`config.mk`:
```
export PLATFORM = sky130hd
export DESIGN_NAME = xor_decipher_rx
export DESIGN_NICKNAME = d
export VERILOG_FILES = /design/src/rtl/xor_cipher_pkg.sv /design/src/rtl/xor_keystream.sv /design/src/rtl/xor_decipher_rx.sv
export SDC_FILE = /design/constraint.sdc
export NUM_CORES = 1
export LEC_CHECK = 0
export BUFFER_PORTS_ARGS = -buffer_cell sky130_fd_sc_hd__buf_2
export CAP_MARGIN = 20
export CORE_UTILIZATION = 39
export CTS_CLUSTER_DIAMETER = 30
export DETAILED_ROUTE_END_ITERATION = 8
export PLACE_DENSITY = 0.6
export SYNTH_ARGS = -nofsm -noshare
export SYNTH_HDL_FRONTEND = slang
export SYNTH_HIERARCHICAL = 1
export SYNTH_SLANG_ARGS = --single-unit
```
`constraint.sdc`:
```
create_clock -name clk -period 3.9 [get_ports clk]
set_clock_uncertainty 0.2 [all_clocks]
set_input_delay 0.585 -clock clk [delete_from_list [all_inputs] [get_ports clk]]
set_output_delay 0.585 -clock clk [all_outputs]
set_load 0.02 [all_outputs]
```
`src/rtl/xor_cipher_pkg.sv`:
```
// Shared definitions for the XOR cipher receive datapath: command codes,
// FSM states, key geometry, LFSR tap mask and the uio output-enable mask.
package xor_cipher_pkg;

  typedef enum logic [1:0] {
    CMD_DATA   = 2'b00,
    CMD_KEY    = 2'b01,
    CMD_RESYNC = 2'b10,
    CMD_RSVD   = 2'b11
  } cmd_e;

  typedef enum logic [1:0] {
    ST_NOKEY   = 2'b00,
    ST_LOADING = 2'b01,
    ST_READY   = 2'b10
  } state_e;

  localparam int KEY_BYTES = 4;

  // Last value of the 2-bit load counter before the key is complete.
  localparam logic [1:0] LAST_LOAD = 2'(KEY_BYTES - 1);

  // x^8+x^6+x^5+x^4+1, left-shifting Fibonacci form: feedback is the XOR
  // of register bits 7,5,4,3 and enters at bit 0.
  localparam logic [7:0] LFSR_TAPS = 8'hB8;

  localparam logic [7:0] UIO_OE_MASK = 8'hF0;

  // Next state of the keystream LFSR.
  function automatic logic [7:0] lfsr_next(input logic [7:0] cur);
    return {cur[6:0], ^(cur & LFSR_TAPS)};
  endfunction

endpackage

```
`src/rtl/xor_keystream.sv`:
```
// Key shift register, rolling byte index and (with XOR_LFSR_EN defined)
// the 8-bit whitening LFSR. Presents the current keystream byte.
module xor_keystream
  import xor_cipher_pkg::*;
(
  input  logic       clk,
  input  logic       rst_n,
  input  logic       key_shift,
  input  logic [7:0] key_byte,
  input  logic       idx_clear,
  input  logic       idx_advance,
  output logic [7:0] ks_byte
);

  logic [31:0] key_q;
  logic [1:0]  idx_q;
  logic [7:0]  key_sel;

  // Key bytes enter at the bottom so the first byte ends in key[31:24].
  always_ff @(posedge clk) begin
    if (!rst_n) begin
      key_q <= '0;
    end else if (key_shift) begin
      key_q <= {key_q[23:0], key_byte};
    end
  end

  // Byte index: cleared on key completion / resync, wraps 3 -> 0.
  always_ff @(posedge clk) begin
    if (!rst_n) begin
      idx_q <= '0;
    end else if (idx_clear) begin
      idx_q <= '0;
    end else if (idx_advance) begin
      idx_q <= idx_q + 2'd1;
    end
  end

  // Select keybyte[idx], index 0 being the most significant byte.
  always_comb begin
    key_sel = key_q[31:24];
    case (idx_q)
      2'd0: key_sel = key_q[31:24];
      2'd1: key_sel = key_q[23:16];
      2'd2: key_sel = key_q[15:8];
      2'd3: key_sel = key_q[7:0];
      default: key_sel = key_q[31:24];
    endcase
  end

`ifdef XOR_LFSR_EN
  logic [7:0] lfsr_q;
  logic [7:0] seed;

  // On key completion the final key byte is still being shifted in, so the
  // seed must come from the incoming byte rather than the stale register.
  assign seed = (key_shift ? key_byte : key_q[7:0]) | 8'h01;

  // LFSR: reseeded alongside the index clear, stepped after each data byte.
  always_ff @(posedge clk) begin
    if (!rst_n) begin
      lfsr_q <= 8'h01;
    end else if (idx_clear) begin
      lfsr_q <= seed;
    end else if (idx_advance) begin
      lfsr_q <= lfsr_next(lfsr_q);
    end
  end

  assign ks_byte = key_sel ^ lfsr_q;
`else
  assign ks_byte = key_sel;
`endif

endmodule

```
`src/rtl/xor_decipher_rx.sv`:
```
// Tiny Tapeout receive-side XOR decryptor. Strobe synchronizer, rising-edge
// accept, NOKEY/LOADING/READY control FSM and registered outputs.
// Optional build macro: XOR_LFSR_EN adds LFSR whitening to the keystream.
//
// Handshake: the sender raises uio_in[0] with ui_in and uio_in[2:1] already
// stable and holds all three until the strobe falls; each synchronized
// rising edge (while ena is high) is one accepted byte. There is no
// back-pressure; out_valid is a one-cycle pulse with uo_out held afterwards.
module xor_decipher_rx
  import xor_cipher_pkg::*;
#(
  parameter int SYNC_STAGES = 2
) (
  input  logic       clk,
  input  logic       rst_n,
  input  logic       ena,
  input  logic [7:0] ui_in,
  input  logic [7:0] uio_in,
  output logic [7:0] uo_out,
  output logic [7:0] uio_out,
  output logic [7:0] uio_oe
);

  logic [SYNC_STAGES-1:0] sync_q;
  logic                   strobe_prev_q;
  logic                   accept;
  cmd_e                   cmd;

  state_e     state_q;
  logic [1:0] load_cnt_q;
  logic [7:0] data_q;
  logic       out_valid_q;
  logic       err_q;

  logic       key_shift;
  logic       key_done;
  logic       idx_clear;
  logic       idx_advance;
  logic [7:0] ks_byte;
  logic       unused_uio;

  assign unused_uio = &{1'b0, uio_in[7:3]};

  // Strobe synchronizer and edge-detect history; runs regardless of ena so
  // an edge seen while deselected is consumed and lost.
  always_ff @(posedge clk) begin
    if (!rst_n) begin
      sync_q        <= '0;
      strobe_prev_q <= 1'b0;
    end else begin
      sync_q        <= {sync_q[SYNC_STAGES-2:0], uio_in[0]};
      strobe_prev_q <= sync_q[SYNC_STAGES-1];
    end
  end

  assign accept = ena & sync_q[SYNC_STAGES-1] & ~strobe_prev_q;
  assign cmd    = cmd_e'(uio_in[2:1]);

  assign key_shift   = accept && (cmd == CMD_KEY);
  assign key_done    = key_shift && (state_q == ST_LOADING) && (load_cnt_q == LAST_LOAD);
  assign idx_clear   = key_done ||
                       (accept && (cmd == CMD_RESYNC) && (state_q == ST_READY));
  assign idx_advance = accept && (cmd == CMD_DATA) && (state_q == ST_READY);

  xor_keystream u_keystream (
    .clk         (clk),
    .rst_n       (rst_n),
    .key_shift   (key_shift),
    .key_byte    (ui_in),
    .idx_clear   (idx_clear),
    .idx_advance (idx_advance),
    .ks_byte     (ks_byte)
  );

  // Control FSM with registered plaintext, valid pulse and sticky error.
  always_ff @(posedge clk) begin
    if (!rst_n) begin
      state_q     <= ST_NOKEY;
      load_cnt_q  <= '0;
      data_q      <= '0;
      out_valid_q <= 1'b0;
      err_q       <= 1'b0;
    end else begin
      out_valid_q <= 1'b0;
      if (accept) begin
        case (cmd)
          CMD_KEY: begin
            if (state_q == ST_LOADING) begin
              if (load_cnt_q == LAST_LOAD) begin
                state_q    <= ST_READY;
                load_cnt_q <= '0;
                err_q      <= 1'b0;
              end else begin
                load_cnt_q <= load_cnt_q + 2'd1;
              end
            end else begin
              state_q    <= ST_LOADING;
              load_cnt_q <= 2'd1;
            end
          end
          CMD_DATA: begin
            if (state_q == ST_READY) begin
              data_q      <= ui_in ^ ks_byte;
              out_valid_q <= 1'b1;
            end else begin
              err_q <= 1'b1;
            end
          end
          CMD_RESYNC: begin
            // In READY only the keystream realigns; see idx_clear.
            if (state_q == ST_LOADING) begin
              state_q    <= ST_NOKEY;
              load_cnt_q <= '0;
            end
          end
          default: err_q <= 1'b1;
        endcase
      end
    end
  end

  assign uo_out  = data_q;
  assign uio_out = {(state_q == ST_LOADING), err_q, (state_q == ST_READY),
                    out_valid_q, 4'b0000};
  assign uio_oe  = UIO_OE_MASK;

endmodule

```
==> report_table.html <==
<table>
<tr><th>Metric</th><th>Value</th></tr>
<tr><th colspan="2">Clock tree</th></tr>
<tr><td>Post-cts gate resize count</td><td>0</td></tr>
<tr><td>Total number of H-tree levels</td><td>2</td></tr>
<tr><td>Max Root-Sink Buffers</td><td>2</td></tr>
<tr><td>CTS root buf</td><td>sky130_fd_sc_hd__clkbuf_8</td></tr>
<tr><td>Clk_lat worst skew</td><td>0.30 ns</td></tr>
<tr><td>Setup Buffers After CTS</td><td>0</td></tr>
<tr><td>Clk sink count</td><td>51</td></tr>
<tr><td>Count of hold buffers inserted by post-cts repair</td><td>0</td></tr>
<tr><td>Clock Pin Slew Worst Setup and Hold Paths</td><td>0.09 ns</td></tr>
<tr><td>Number of buffers created by CTS</td><td>5</td></tr>
<tr><td>TritonCTS clock tree</td><td>yes</td></tr>
<tr><th colspan="2">Cells and area</th></tr>
<tr><td>Antenna fix cells</td><td>0</td></tr>
<tr><td>Relative area change from synthesis to final layout</td><td>4.95%</td></tr>
<tr><td>Fin area</td><td>2650 um2</td></tr>
<tr><td>Proportion of layout cells with a drive suffix above 1</td><td>0.137</td></tr>
<tr><td>Count of nets after finishing</td><td>288</td></tr>
<tr><th colspan="2">Floorplan</th></tr>
<tr><td>Number of rows in the core area</td><td>28</td></tr>
<tr><td>Floorplan core area</td><td>6100 um2</td></tr>
<tr><td>Horizontal extent of the die</td><td>82.5 um</td></tr>
<tr><td>Initial standard-cell utilization of the core</td><td>0.415</td></tr>
<tr><td>Top-Level Pins</td><td>43</td></tr>
<tr><td>Die extent in y</td><td>82.5 um</td></tr>
<tr><td>Floorplan die area</td><td>6810 um2</td></tr>
<tr><th colspan="2">GRT</th></tr>
<tr><td>Maximum number of pins on one net before global-route repair</td><td>48</td></tr>
<tr><td>Global Route Usage Sum</td><td>0.141</td></tr>
<tr><td>Total overflow reported by the global router</td><td>0</td></tr>
<tr><td>GR Layer Usage met3</td><td>0.0330</td></tr>
<tr><td>Wire length of the first global-routing pass</td><td>7.25 mm</td></tr>
<tr><td>Initial antenna violation count</td><td>0</td></tr>
<tr><td>Number of global-route vias before repair</td><td>1497</td></tr>
<tr><td>Met2 layer usage reported by global route</td><td>0.225</td></tr>
<tr><td>Layer carrying the most global-route usage</td><td>met2</td></tr>
<tr><td>Met1 global-route usage</td><td>0.193</td></tr>
<tr><th colspan="2">Min path</th></tr>
<tr><td>Class of the most critical hold timing path</td><td>flop to flop</td></tr>
<tr><th colspan="2">Pwr</th></tr>
<tr><td>IR Drop Worst-Case VDD</td><td>0.000194 V</td></tr>
<tr><td>Total power density per cell area</td><td>331 nW/um2</td></tr>
<tr><td>Leakage</td><td>0.00102 uW</td></tr>
<tr><th colspan="2">Logic synthesis</th></tr>
<tr><td>Main combinational cell family by area after synthesis</td><td>multiplexers</td></tr>
<tr><td>Gate count after technology mapping</td><td>247</td></tr>
<tr><td>Proportion of synthesized area in mux cells</td><td>0.166</td></tr>
<tr><td>Number of flip-flops and latches in the synthesized netlist</td><td>51</td></tr>
<tr><td>Cell types with the largest area share after synthesis</td><td>sky130_fd_sc_hd__dfxtp_1 40%, sky130_fd_sc_hd__mux2i_1 17%, sky130_fd_sc_hd__nor2b_1 8.4%</td></tr>
<tr><td>Synth Area in XOR/XNOR</td><td>0.0312</td></tr>
<tr><td>Complex-gate fraction of the synthesized area</td><td>0.0891</td></tr>
<tr><td>Number of different library cells in the post-synthesis netlist</td><td>32</td></tr>
<tr><td>Yosys warning count</td><td>6</td></tr>
<tr><td>Number of flops mapped to enable cells by yosys</td><td>0</td></tr>
<tr><td>Post-Synth Simple-Gate Area</td><td>0.155</td></tr>
<tr><td>Portion of synthesized cell area occupied by the leading cell type</td><td>0.404</td></tr>
<tr><td>Async SR Flop Fraction</td><td>0</td></tr>
<tr><td>Mapped Area</td><td>2530 um2</td></tr>
<tr><td>Proportion of synthesized chip area in sequential cells</td><td>0.404</td></tr>
<tr><td>Average footprint of a synthesized cell</td><td>10.2 um2</td></tr>
<tr><td>Dominant register cell in the synthesized netlist</td><td>sky130_fd_sc_hd__dfxtp_1</td></tr>
<tr><td>Cell type with the highest aggregate area in the netlist</td><td>sky130_fd_sc_hd__dfxtp_1</td></tr>
<tr><td>Arithmetic-cell share of the synthesized area counting full adders, half adders and majority gates</td><td>0.0396</td></tr>
<tr><th colspan="2">Drt</th></tr>
<tr><td>Detailed-route via count</td><td>1653</td></tr>
<tr><td>Detailed-router iteration count before antenna repair</td><td>5</td></tr>
<tr><td>Residual DRC</td><td>0</td></tr>
<tr><td>Number of vias per cell</td><td>4.91</td></tr>
<tr><td>Antenna-violating nets left</td><td>0</td></tr>
<tr><td>Routed wire per std cell</td><td>13.2 um</td></tr>
<tr><td>Total Routed Length</td><td>4.45 mm</td></tr>
<tr><td>Violation count after the first detailed-route iteration</td><td>97</td></tr>
<tr><th colspan="2">Place</th></tr>
<tr><td>Port buffer count</td><td>25</td></tr>
<tr><td>Post-DP HPWL</td><td>2.94 mm</td></tr>
<tr><td>Area of placed instances</td><td>2560 um2</td></tr>
<tr><td>GPL Wtd Cong</td><td>0.780</td></tr>
<tr><th colspan="2">Timing</th></tr>
<tr><td>Highest clock frequency the design can meet</td><td>417 MHz</td></tr>
<tr><td>RSZ-0062 raised after global routing</td><td>no</td></tr>
<tr><td>Headroom to the max-slew limit</td><td>0.340</td></tr>
<tr><td>Number of failing hold endpoints at the final stage</td><td>0</td></tr>
<tr><td>Shortest period the worst path allows</td><td>2.40 ns</td></tr>
<tr><td>Final Hold Slack</td><td>0.243 ns</td></tr>
<tr><td>Transition time of the tightest slew-check pin</td><td>0.990 ns</td></tr>
<tr><td>Pins over their slew limit</td><td>0</td></tr>
<tr><td>Fin Setup TNS</td><td>0 ns</td></tr>
<tr><td>Share of the cycle needed by the critical path after routing</td><td>0.615</td></tr>
<tr><td># setup viols final</td><td>0</td></tr>
<tr><th colspan="2">Setup path</th></tr>
<tr><td>Signal arrival time at the worst endpoint</td><td>2.39 ns</td></tr>
<tr><td>Critical-path maximum fanout</td><td>32</td></tr>
<tr><td>Cell at the slowest stage of the critical path</td><td>sky130_fd_sc_hd__and2_2</td></tr>
<tr><td>Crit Path Class</td><td>input pin to flop</td></tr>
<tr><td>Required time at the endpoint of the critical path</td><td>3.90 ns</td></tr>
<tr><td>CP max stage delay</td><td>0.88 ns</td></tr>
<tr><td>CP startpoint kind</td><td>input pin</td></tr>
<tr><td>Critical-path cell list</td><td>buf_2, and3b_1, and2_2, mux2i_1, nor2b_1</td></tr>
<tr><td>Endpoint class of the critical path</td><td>flop</td></tr>
<tr><th colspan="2">Flow run</th></tr>
<tr><td>Number of maximum-capacitance constraint violations</td><td>0</td></tr>
<tr><th colspan="2">Outcome</th></tr>
<tr><td>Run status</td><td>finished, final reports clean</td></tr>
</table>
-- synthesized netlist by cell type (5+ instances only) --
cell type	instances
sky130_fd_sc_hd__a222oi_1	8
sky130_fd_sc_hd__and2_1	5
sky130_fd_sc_hd__mux2i_1	42
sky130_fd_sc_hd__xnor2_1	9
sky130_fd_sc_hd__dfxtp_1	51
sky130_fd_sc_hd__a21oi_1	6
sky130_fd_sc_hd__buf_4	14
sky130_fd_sc_hd__inv_1	13
sky130_fd_sc_hd__nor2b_1	34
sky130_fd_sc_hd__ha_1	8
sky130_fd_sc_hd__nand3_1	6
-- power breakdown --
group	internal, uW	switching [uW]
Clock	129	173
Combinational	19.1	32.0
Sequential	523	1.36
-- final timing paths --
path | end | startpoint | slack (ns) | cells after the start
max reg2reg | u_keystream/key_q[9]$_SDFFE_PN0P_ | sync_q[1]$_SDFF_PN0_ | 1.51 | 4
min reg2reg | sync_q[1]$_SDFF_PN0_ | sync_q[0]$_SDFF_PN0_ | 0.24 | 1
min | sync_q[1]$_SDFF_PN0_ | sync_q[0]$_SDFF_PN0_ | 0.24 | 1
max | u_keystream/key_q[9]$_SDFFE_PN0P_ | ena | 1.50 | 5
-- placed cells by master, fill, tap and decap left out --
cell and instances:
sky130_fd_sc_hd__and3_1 2, sky130_fd_sc_hd__clkinv_4 2, sky130_fd_sc_hd__dfxtp_1 51, sky130_fd_sc_hd__inv_2 1
sky130_fd_sc_hd__and3b_1 2, sky130_fd_sc_hd__inv_1 13, sky130_fd_sc_hd__a221oi_1 1, sky130_fd_sc_hd__ha_1 8
sky130_fd_sc_hd__nand3_1 6, sky130_fd_sc_hd__o311ai_0 1, sky130_fd_sc_hd__and2_2 1, sky130_fd_sc_hd__nand3b_1 3
sky130_fd_sc_hd__mux2i_1 42, sky130_fd_sc_hd__buf_4 1, sky130_fd_sc_hd__nor2b_1 34, sky130_fd_sc_hd__nand4b_1 1
sky130_fd_sc_hd__a222oi_1 8, sky130_fd_sc_hd__o31ai_1 2, sky130_fd_sc_hd__o211a_1 4, sky130_fd_sc_hd__nand2b_1 3
sky130_fd_sc_hd__conb_1 12, sky130_fd_sc_hd__buf_2 25, sky130_fd_sc_hd__nor2_1 3, sky130_fd_sc_hd__a211oi_1 4
sky130_fd_sc_hd__xnor2_1 9, sky130_fd_sc_hd__o22ai_1 2, sky130_fd_sc_hd__a21oi_1 6, sky130_fd_sc_hd__and2_1 4
sky130_fd_sc_hd__clkbuf_8 5, sky130_fd_sc_hd__or3_4 1, sky130_fd_sc_hd__nand2_1 4, sky130_fd_sc_hd__clkbuf_1 1
-- final cells by class --
type / instances / area (um2)
fillers: 632 / 3440
multi-input cells: 163 / 1260
flip-flops and latches: 51 / 1020
repair buffers: 26 / 133
well taps: 75 / 93.8
clock buffers: 6 / 72.6
inverters: 14 / 52.6
clock inverters: 2 / 17.5
-- critical path: cells and delay by family --
family                 cells  cell delay, ns
AND/OR/NAND/NOR            3            1.40
buffers and inverters      1            0.08
multiplexers               1            0.28
-- cells by family after synthesis --
| family | Yosys count |
|---|---|
| XOR/XNOR | 9 |
| AND/OR/NAND/NOR | 64 |
| adder cells (fa/ha/maj) | 8 |
| other | 2 |
| multiplexers | 42 |
| flip-flops | 51 |
| buffers and inverters | 43 |
| AO/OA/AOI/OAI | 28 |
-- metal layers --
metal	share of wire	wire, um
met1	0.48	2140
met5	0	0
met2	0.47	2110
met3	0.043	193
met4	0.0031	14
-- metrics by stage --
| step | utilization | total power, uW | std cells | worst slack [ns] |
|---|---|---|---|---|
| after floorplan | - | 582 | 257 | 2.01 |
| after global placement | 0.420 | 588 | 329 | 1.20 |
| after detailed placement | 0.420 | 588 | 329 | 1.18 |
| after CTS | 0.435 | 894 | 337 | 1.50 |
| after global routing | 0.435 | 920 | 337 | 1.36 |
| final | 0.435 | 877 | 337 | 1.50 |
-- state kept, by name, indices dropped and copies added (netlist names) --
signal	count
out_valid_q	1
state_q	2
sync_q	2
u_keystream/idx_q	2
err_q	1
strobe_prev_q	1
u_keystream/key_q	32
load_cnt_q	2
uo_out	8
Power figures use the tool's default switching activity.
